===== src/rtl/snitch_icache_miss_handler.sv =====
// snitch_icache_miss_handler
// Blocking miss handler behind the L1 instruction-cache lookup stage.
// Hits are passed straight through to the fetch side with no registers.
// A miss is serviced on its own, start to finish: refill request, refill
// beat, write into a round-robin victim way, then the line is returned.
// The lookup stage is held off (in_ready_o low) until the miss completes.
//
// Handshakes: a transfer happens on a rising clock edge where valid and
// ready are both high. A valid output, once raised, holds with a stable
// payload until that edge. Ready outputs may depend on the valid input.
//
// Optional feature: define SNITCH_ICACHE_ERR_NO_ALLOC_EN so that erroneous
// refill lines are never allocated. Those misses skip the cache write, leave
// the victim pointer untouched and return the line with rsp_error_o set.
// When it is not defined, erroneous lines are written like any other line,
// with write_error_o set.
module snitch_icache_miss_handler #(
   parameter int FETCH_AW    = 32,
   parameter int ID_WIDTH    = 4,
   parameter int LINE_WIDTH  = 128,
   parameter int LINE_ALIGN  = 4,
   parameter int COUNT_ALIGN = 6,
   parameter int SET_ALIGN   = 2,
   parameter int WAY_COUNT   = 4,
   parameter int TAG_WIDTH   = FETCH_AW - LINE_ALIGN - COUNT_ALIGN
) (
   input  logic                   clk_i,
   input  logic                   rst_i,

   // Lookup result from the tag/data lookup stage
   input  logic [FETCH_AW-1:0]    in_addr_i,
   input  logic [ID_WIDTH-1:0]    in_id_i,
   input  logic [SET_ALIGN-1:0]   in_set_i,
   input  logic                   in_hit_i,
   input  logic [LINE_WIDTH-1:0]  in_data_i,
   input  logic                   in_error_i,
   input  logic                   in_valid_i,
   output logic                   in_ready_o,

   // Response to the fetch side
   output logic [LINE_WIDTH-1:0]  rsp_data_o,
   output logic                   rsp_error_o,
   output logic [ID_WIDTH-1:0]    rsp_id_o,
   output logic                   rsp_valid_o,
   input  logic                   rsp_ready_i,

   // Refill request
   output logic [FETCH_AW-1:0]    refill_addr_o,
   output logic                   refill_valid_o,
   input  logic                   refill_ready_i,

   // Refill response
   input  logic [LINE_WIDTH-1:0]  refill_data_i,
   input  logic                   refill_error_i,
   input  logic                   refill_rvalid_i,
   output logic                   refill_rready_o,

   // Cache write port of the lookup stage
   output logic [COUNT_ALIGN-1:0] write_addr_o,
   output logic [SET_ALIGN-1:0]   write_set_o,
   output logic [LINE_WIDTH-1:0]  write_data_o,
   output logic [TAG_WIDTH-1:0]   write_tag_o,
   output logic                   write_error_o,
   output logic                   write_valid_o,
   input  logic                   write_ready_i
);

   typedef enum logic [2:0] {
      IDLE  = 3'd0,
      REQ   = 3'd1,
      WAIT  = 3'd2,
      WRITE = 3'd3,
      RESP  = 3'd4
   } state_e;

   state_e                  state_q, state_d;
   logic [FETCH_AW-1:0]     addr_q, addr_d;
   logic [ID_WIDTH-1:0]     id_q, id_d;
   logic [LINE_WIDTH-1:0]   data_q, data_d;
   logic                    err_q, err_d;
   logic [SET_ALIGN-1:0]    victim_q, victim_d;
   logic [SET_ALIGN-1:0]    victim_next;

   // The hit way and the byte offset inside a line carry no information here.
   logic unused_bits;
   assign unused_bits = ^{in_set_i, addr_q[LINE_ALIGN-1:0]};

   // Round-robin successor of the current victim way, wrapping at WAY_COUNT.
   always_comb begin
      victim_next = victim_q + 1'b1;
      if (WAY_COUNT <= 1 || victim_q == SET_ALIGN'(WAY_COUNT - 1)) begin
         victim_next = '0;
      end
   end

   // Miss-path payloads come straight from the captured registers.
   assign refill_addr_o = {addr_q[FETCH_AW-1:LINE_ALIGN], {LINE_ALIGN{1'b0}}};
   assign write_addr_o  = addr_q[LINE_ALIGN +: COUNT_ALIGN];
   assign write_tag_o   = addr_q[FETCH_AW-1 -: TAG_WIDTH];
   assign write_set_o   = victim_q;
   assign write_data_o  = data_q;
   assign write_error_o = err_q;

   // State and datapath registers; reset abandons any miss in progress.
   always_ff @(posedge clk_i or posedge rst_i) begin
      if (rst_i) begin
         state_q  <= IDLE;
         addr_q   <= '0;
         id_q     <= '0;
         data_q   <= '0;
         err_q    <= 1'b0;
         victim_q <= '0;
      end else begin
         state_q  <= state_d;
         addr_q   <= addr_d;
         id_q     <= id_d;
         data_q   <= data_d;
         err_q    <= err_d;
         victim_q <= victim_d;
      end
   end

   // Next-state and output decode for the miss FSM plus the hit bypass.
   always_comb begin
      state_d         = state_q;
      addr_d          = addr_q;
      id_d            = id_q;
      data_d          = data_q;
      err_d           = err_q;
      victim_d        = victim_q;
      in_ready_o      = 1'b0;
      rsp_valid_o     = 1'b0;
      rsp_data_o      = data_q;
      rsp_error_o     = err_q;
      rsp_id_o        = id_q;
      refill_valid_o  = 1'b0;
      refill_rready_o = 1'b0;
      write_valid_o   = 1'b0;

      unique case (state_q)
         IDLE: begin
            // Hits bypass every register; misses are always accepted here.
            rsp_data_o  = in_data_i;
            rsp_error_o = in_error_i;
            rsp_id_o    = in_id_i;
            rsp_valid_o = in_valid_i & in_hit_i;
            in_ready_o  = in_hit_i ? rsp_ready_i : 1'b1;
            if (in_valid_i && !in_hit_i) begin
               addr_d  = in_addr_i;
               id_d    = in_id_i;
               state_d = REQ;
            end
         end
         REQ: begin
            refill_valid_o = 1'b1;
            if (refill_ready_i) begin
               state_d = WAIT;
            end
         end
         WAIT: begin
            refill_rready_o = 1'b1;
            if (refill_rvalid_i) begin
               data_d = refill_data_i;
               err_d  = refill_error_i;
`ifdef SNITCH_ICACHE_ERR_NO_ALLOC_EN
               state_d = refill_error_i ? RESP : WRITE;
`else
               state_d = WRITE;
`endif
            end
         end
         WRITE: begin
            write_valid_o = 1'b1;
            if (write_ready_i) begin
               victim_d = victim_next;
               state_d  = RESP;
            end
         end
         RESP: begin
            rsp_valid_o = 1'b1;
            if (rsp_ready_i) begin
               state_d = IDLE;
            end
         end
         default: begin
            state_d = IDLE;
         end
      endcase

      // Nothing handshakes while reset is held, including the hit bypass.
      if (rst_i) begin
         in_ready_o      = 1'b0;
         rsp_valid_o     = 1'b0;
         refill_valid_o  = 1'b0;
         refill_rready_o = 1'b0;
         write_valid_o   = 1'b0;
      end
   end

endmodule


===== config.mk =====
export PLATFORM = sky130hd
export DESIGN_NAME = snitch_icache_miss_handler
export DESIGN_NICKNAME = d
export VERILOG_FILES = /design/src/rtl/snitch_icache_miss_handler.sv
export SDC_FILE = /design/constraint.sdc
export NUM_CORES = 1
export LEC_CHECK = 0
export CORE_AREA = 10 10 236 238
export CTS_CLUSTER_SIZE = 30
export DETAILED_ROUTE_END_ITERATION = 16
export DIE_AREA = 0 0 246 248
export PLACE_DENSITY = 0.56
export SETUP_SLACK_MARGIN = 0.05
export SLEW_MARGIN = 10
export SYNTH_ARGS = -nofsm -noshare
export SYNTH_HDL_FRONTEND = slang
export SYNTH_SLANG_ARGS = --single-unit

===== constraint.sdc =====
create_clock -name clk_i -period 5.2 [get_ports clk_i]
set_clock_uncertainty 0.1 [all_clocks]
set_input_delay 0.78 -clock clk_i [delete_from_list [all_inputs] [get_ports clk_i]]
set_output_delay 0.78 -clock clk_i [all_outputs]
set_load 0.01 [all_outputs]

==> impl_metrics.yaml, run 1 <==
sta:
  setup_violations: 0
  grt_setup_unrepaired: "no"
  final_hold_viol_count: 0
  fmax_mhz: 266
  worst_pin_slew_ns: 0.906
  final_max_slew_viol_count: 0
  slew_headroom_pct: 39.6
  finalWorstSetupSlack_ns: 1.45
  fin_tns_setup_ns: 0
  timing.final.crit_share_pct: 72.2
  layout_min_cycle_time_ns: 3.75
floorplan:
  core_area_um2: 51000
  dieWidth_um: 246
  floorplan.initialDensity_pct: 16.0
  pin_count: 633
  rows: 83
  die_y_um: 248
  die_area_um2: 61000
worst_setup_path:
  startpoint_type: "flop"
  cp_data_arrival_time_ns: 2.87
  critical_path_class: "flop to output pin"
  path_max_fanout: 134
  cp.required_ns: 4.32
  critPathCaptureType: "output pin"
clock_network:
  clockBufferDepth: 2
  root_buffer: "clkbuf_16"
  clkSinkCount: 166
  cts_resized: 0
  post-cts-setup-buffers: 0
  cts_max_level: 4
  insertion_delay_ns: 0.47
  cts_hold_buf: 0
  cts_made_buffers: 17
  clk_pin_slew_ns: 0.07
  cts_tree: "yes"
synth:
  synth_seq_area_share_pct: 51.0
  yosys_register_bits: 166
  yosys.area.top_type: "dfrtp_1"
  yosysUniqueCellTypes: 23
  yosysWarnings: 0
  synth_area_um2: 8140
  synth_area_leaders: "dfrtp_1 (51%), mux2_2 (37%), buf_4 (5.0%)"
  avgSynthCellArea_um2: 14.6
  synth_top_area_share_pct: 51.0
  postSynthCellCount: 559
global_route:
  grt_max_degree: 135
  gr-max-usage-layer: "met2"
  met1_usage_pct: 11.2
  use_met2_pct: 19.6
  grt_pass1_wl_um: 50300
  antenna_found_initial: 0
  grt_pass1_vias: 7632
  track_usage_pct: 11.0
  overflow: 0
  use_met3_pct: 5.20
finish:
  stdcell_count: 1835
  n_antenna_cell: 0
  final_nets: 1447
  syn2layout_area_growth_pct: 89.6
  layout_commonest_cell: "clkdlybuf4s50_1"
  final_cell_mix: "clkdlybuf4s50_1 (622), mux2_2 (266), dfrtp_1 (166)"
  drive_above_1_share_pct: 26.8
drt:
  route.vias.total: 6815
  post_drt_wl_per_cell_um: 19.3
  drt-pass1-iter-count: 4
  routed_via_density: 3.71
  ant_nets: 0
  totalWireLength_um: 35400
  drt_iter0_drc: 195
  drc: 0
power:
  worst_ir_drop_vdd_mv: 0.497
  powerDensity_nw_per_um2: 650
  power_leakage_nw: 5.95
run_status:
  status: "complete, no violations"
placement:
  place_congestion: 0.797
  place_ws_ns: 1.68
  port_buffers: 622
  dp_hpwl_um: 28800
  dp_cells: 1803
hold_path:
  hold_class: "flop to flop"
flow_run:
  cap_viol_max_count: 0
routing by layer:
metal / vias up / share of wire, %
met5: - / 0
met4: 0 / 1.5
met3: 30 / 9.7
met2: 344 / 52
met1: 3303 / 36
li1: 3138 / -
synth_stat cells:
library cell / number
a21oi_1: 3
a311oi_1: 1
and3b_1: 1
buf_2: 13
buf_4: 54
conb_1: 1
dfrtp_1: 166
ha_1: 1
inv_1: 3
mux2_1: 30
mux2_2: 266
nand2_1: 3
nand2b_1: 3
nand3b_1: 1
nor2_1: 3
nor2b_1: 1
nor3_1: 3
nor3_4: 1
nor3b_1: 1
nor4_1: 1
o41ai_1: 1
or2_2: 1
or4_1: 1
where the power goes:
part           total (W)  leakage (nW)  internal, W  switching (W)
logic            0.00616          3.68      0.00386        0.00230
clock network    0.00131         0.294     0.000736       0.000569
registers        0.00257          1.98      0.00196       0.000610
critical path, stage by stage (launching register included):
cell and delay [ns]:
dfrtp_1 0.50, nor3_4 0.24, buf_12 0.52, mux2_2 0.41, clkdlybuf4s50_1 0.51
cell families (layout without fill, tap and decap cells):
kind of cell               Yosys count  after routing  share of synthesized area (%)
and+or+nand+nor                     20             20                           1.51
adders and majority gates            1              1                          0.154
DFF                                166            166                           51.0
buffers and inverters               70            663                           5.92
AOI/OAI and AO/OA                    5              5                          0.400
muxes                              296            296                           40.9
other                                1              4                         0.0461
sequential cells by signal, summed over array words and instances, names as in the netlist:
name           count
id_q               4
write_error_o      1
addr_q            28
write_data_o     128
write_set_o        2
state_q            3
stage by stage:
| step | hold slack, ns | util [%] | instance area (µm²) | total power (W) |
|---|---|---|---|---|
| 6_report | 0.383 | 30.3 | 15400 | 0.0100 |
| 3_5_place_dp | 0.374 | 29.1 | 14800 | 0.00886 |
| 2_1_floorplan | 0.354 | - | 8160 | 0.00529 |
| 3_3_place_gp | 0.364 | 29.1 | 14800 | 0.00882 |
| 5_1_grt | 0.405 | 30.3 | 15400 | 0.0106 |
| 4_1_cts | 0.390 | 30.3 | 15400 | 0.0103 |
final timing paths:
kind                                        start                endpoint  slack [ns]  cells past startpoint
max                        state_q[1]$_DFFE_PP0P_          rsp_data_o[82]        1.45                      4
min                           id_q[3]$_DFFE_PP0P_     id_q[3]$_DFFE_PP0P_        0.38                      1
max reg2reg                state_q[1]$_DFFE_PP0P_  addr_q[23]$_DFFE_PP0P_        2.36                      4
min reg2reg                   id_q[3]$_DFFE_PP0P_     id_q[3]$_DFFE_PP0P_        0.38                      1
max in group asynchronous                   rst_i  addr_q[19]$_DFFE_PP0P_        2.70                      4
min in group asynchronous                   rst_i  state_q[1]$_DFFE_PP0P_        0.94                      3
area by class of cell:
cell class	count	area (µm²)
Tap cell	680	851
Fill cell	5193	35600
Multi-Input combinational cell	326	3520
Clock inverter	13	144
Sequential cell	166	4150
Clock buffer	19	453
Timing Repair Buffer	628	6300
Inverter	3	15.0
Power figures use the tool's default switching activity.
==> inputs of run 2 (changes only) <==
--- a/config.mk
+++ b/config.mk
@@ -5,11 +5,11 @@
 export SDC_FILE = /design/constraint.sdc
 export NUM_CORES = 1
 export LEC_CHECK = 0
-export CORE_AREA = 10 10 236 238
+export CORE_AREA = 10 10 239 241
 export CTS_CLUSTER_SIZE = 30
 export DETAILED_ROUTE_END_ITERATION = 16
-export DIE_AREA = 0 0 246 248
-export PLACE_DENSITY = 0.56
+export DIE_AREA = 0 0 249 251
+export PLACE_DENSITY = 0.54
 export SETUP_SLACK_MARGIN = 0.05
 export SLEW_MARGIN = 10
 export SYNTH_ARGS = -nofsm -noshare
==> constraint.sdc (replaced) <==
create_clock -name clk_i -period 3.54 [get_ports clk_i]
set_clock_uncertainty 0.1 [all_clocks]
set_input_delay 0.531 -clock clk_i [delete_from_list [all_inputs] [get_ports clk_i]]
set_output_delay 0.531 -clock clk_i [all_outputs]
set_load 0.01 [all_outputs]
==> run 2 against run 1 <==
Compared with the run above:
- die area up 2.4%
- wire length is 1.5% higher
- first-iteration DRC count down 31%
- clock-buffer cell count is 2 lower
- sequential share of layout area is 0.18 points lower
- clock power is 36% higher
- via count rose by 1.2%
- largest cell class unchanged
- largest power group unchanged
==> impl_metrics.yaml, run 2 (same netlist as run 1, synthesis figures left out) <==
finish:
  final_area_um2: 15500
  nFillCells: 5374
  syn2layout_area_growth_pct: 90.9
  multi_input_comb_area_um2: 3520
  final-seq-area_um2: 4150
  final_nets: 1458
  final_cell_mix: "clkdlybuf4s50_1 (622), mux2_2 (266), dfrtp_1 (166)"
  drive_above_1_share_pct: 27.4
  largest_reg_flops: 128
  n_antenna_cell: 0
  layout_commonest_cell: "clkdlybuf4s50_1"
floorplan:
  core_area_um2: 52200
  rows: 84
  die_area_um2: 62500
  dieWidth_um: 249
  floorplan.initialDensity_pct: 15.6
  pin_count: 633
  die_y_um: 251
power:
  powerDensity_nw_per_um2: 946
  power_leakage_nw: 6.01
  total_power_w: 0.0147
  worst_ir_drop_vdd_mv: 0.417
drt:
  route.vias.total: 6894
  drt-pass1-iter-count: 4
  drc: 0
  ant_nets: 0
  drt_iter0_drc: 135
  totalWireLength_um: 35900
  routed_via_density: 3.72
  post_drt_wl_per_cell_um: 19.4
worst_setup_path:
  rr_worst_depth: 5
  path_cells: "nor3_4, buf_12, mux2_2, clkdlybuf4s50_1"
  critical_path_class: "flop to output pin"
  startpoint_type: "flop"
  cp_top_family: "buffers and inverters"
  endpoint: "rsp_data_o[87]"
  path_max_fanout: 71
  path_buf_inv: 2
  worst_path_largest_cell_delay_ns: 0.51
  critical_path.startpoint: "state_q[1]$_DFFE_PP0P_"
  critical_path.slowest_cell: "dfrtp_1"
  critPathCaptureType: "output pin"
  cp.required_ns: 2.91
  rr_endpoint: "addr_q[21]$_DFFE_PP0P_"
  cp_data_arrival_time_ns: 2.69
  regToRegSetupSlack_ns: 1.03
  cp.depth: 4
  r2r-start: "state_q[1]$_DFFE_PP0P_"
clock_network:
  post-cts-setup-buffers: 0
  clk_pin_slew_ns: 0.07
  cts_tree: "yes"
  clockBufferDepth: 2
  clkSinkCount: 166
  cts_made_buffers: 17
  insertion_delay_ns: 0.47
  cts_hold_buf: 0
  cts_resized: 0
  cts_max_level: 4
  root_buffer: "clkbuf_16"
hold_path:
  hold_class: "flop to flop"
  min_path_cells: 1
sta:
  setup_violations: 0
  worst_pin_slew_ns: 0.769
  slew_headroom_pct: 48.6
  fmax_mhz: 301
  finalWorstSetupSlack_ns: 0.222
  hold-worst-slack_ns: 0.384
  final_hold_viol_count: 0
  layout_min_cycle_time_ns: 3.32
  timing.final.crit_share_pct: 93.7
  grt_setup_unrepaired: "no"
  final_max_slew_viol_count: 0
placement:
  placed_area_um2: 15000
  place_ws_ns: 0.616
  dp_hpwl_um: 29600
  port_buffers: 622
  place_congestion: 0.755
global_route:
  grt_max_degree: 112
  antenna_found_initial: 0
  grt_pass1_wl_um: 53600
  track_usage_pct: 11.3
  overflow: 0
  grt_pass1_vias: 7908
flow_run:
  cap_viol_max_count: 0
run_status:
  status: "complete, no violations"
[run 2: changes by cell type in the layout (fill, tap and decap cells not counted), sizes merged]
cell / change
bufinv: -2
inv: +4
buf: +11
clkbuf: -2
[run 2: final cells by class]
cell class              count  area share (%)
repair buffers            639            41.5
clock buffers              17            2.74
inverters                   3          0.0966
clock inverters            15           0.757
well taps                 688            5.54
multi-input cells         326            22.7
flip-flops and latches    166            26.7
[run 2: metrics by stage]
step / setup TNS, ns / std cells / utilization, %
2_1_floorplan: -0.695 / 562 / -
3_3_place_gp: 0 / 1822 / 28.7
3_5_place_dp: 0 / 1822 / 28.7
4_1_cts: 0 / 1854 / 29.7
5_1_grt: 0 / 1854 / 29.7
6_report: 0 / 1854 / 29.7
[run 2: how the worst min path moves through the flow]
stage,startpoint,endpoint,slack (ns)
floorplan,id_q[0]$_DFFE_PP0P_,id_q[0]$_DFFE_PP0P_,0.35
global placement,id_q[3]$_DFFE_PP0P_,id_q[3]$_DFFE_PP0P_,0.36
detailed placement,id_q[2]$_DFFE_PP0P_,id_q[2]$_DFFE_PP0P_,0.37
CTS,id_q[3]$_DFFE_PP0P_,id_q[3]$_DFFE_PP0P_,0.39
global route,id_q[3]$_DFFE_PP0P_,id_q[3]$_DFFE_PP0P_,0.40
finish,id_q[1]$_DFFE_PP0P_,id_q[1]$_DFFE_PP0P_,0.38
[run 2: worst reg2reg max path: cells and delay by family, from the launching register on]
| family | cells | cell delay (ns) |
|---|---|---|
| buf+inv | 2 | 0.74 |
| simple gates | 2 | 0.60 |
| flops | 1 | 0.51 |
| mux | 1 | 0.44 |
[run 2: metal layers]
layer | part of all wire (%) | routed length, µm | vias to the layer above | global-route usage (%)
li1 | - | - | 3179 | -
met1 | 37 | 13400 | 3339 | 11.6
met2 | 53 | 18900 | 357 | 20.5
met3 | 9.1 | 3260 | 19 | 5.32
met4 | 1.0 | 377 | 0 | 2.94
met5 | 0 | 0 | - | 0
[run 2: power breakdown]
group          internal [W]  leakage, nW  total, W  switching, W
sequential          0.00287         1.98   0.00373      0.000860
combinational       0.00575         3.76   0.00919       0.00344
clock              0.000911        0.271   0.00178      0.000869
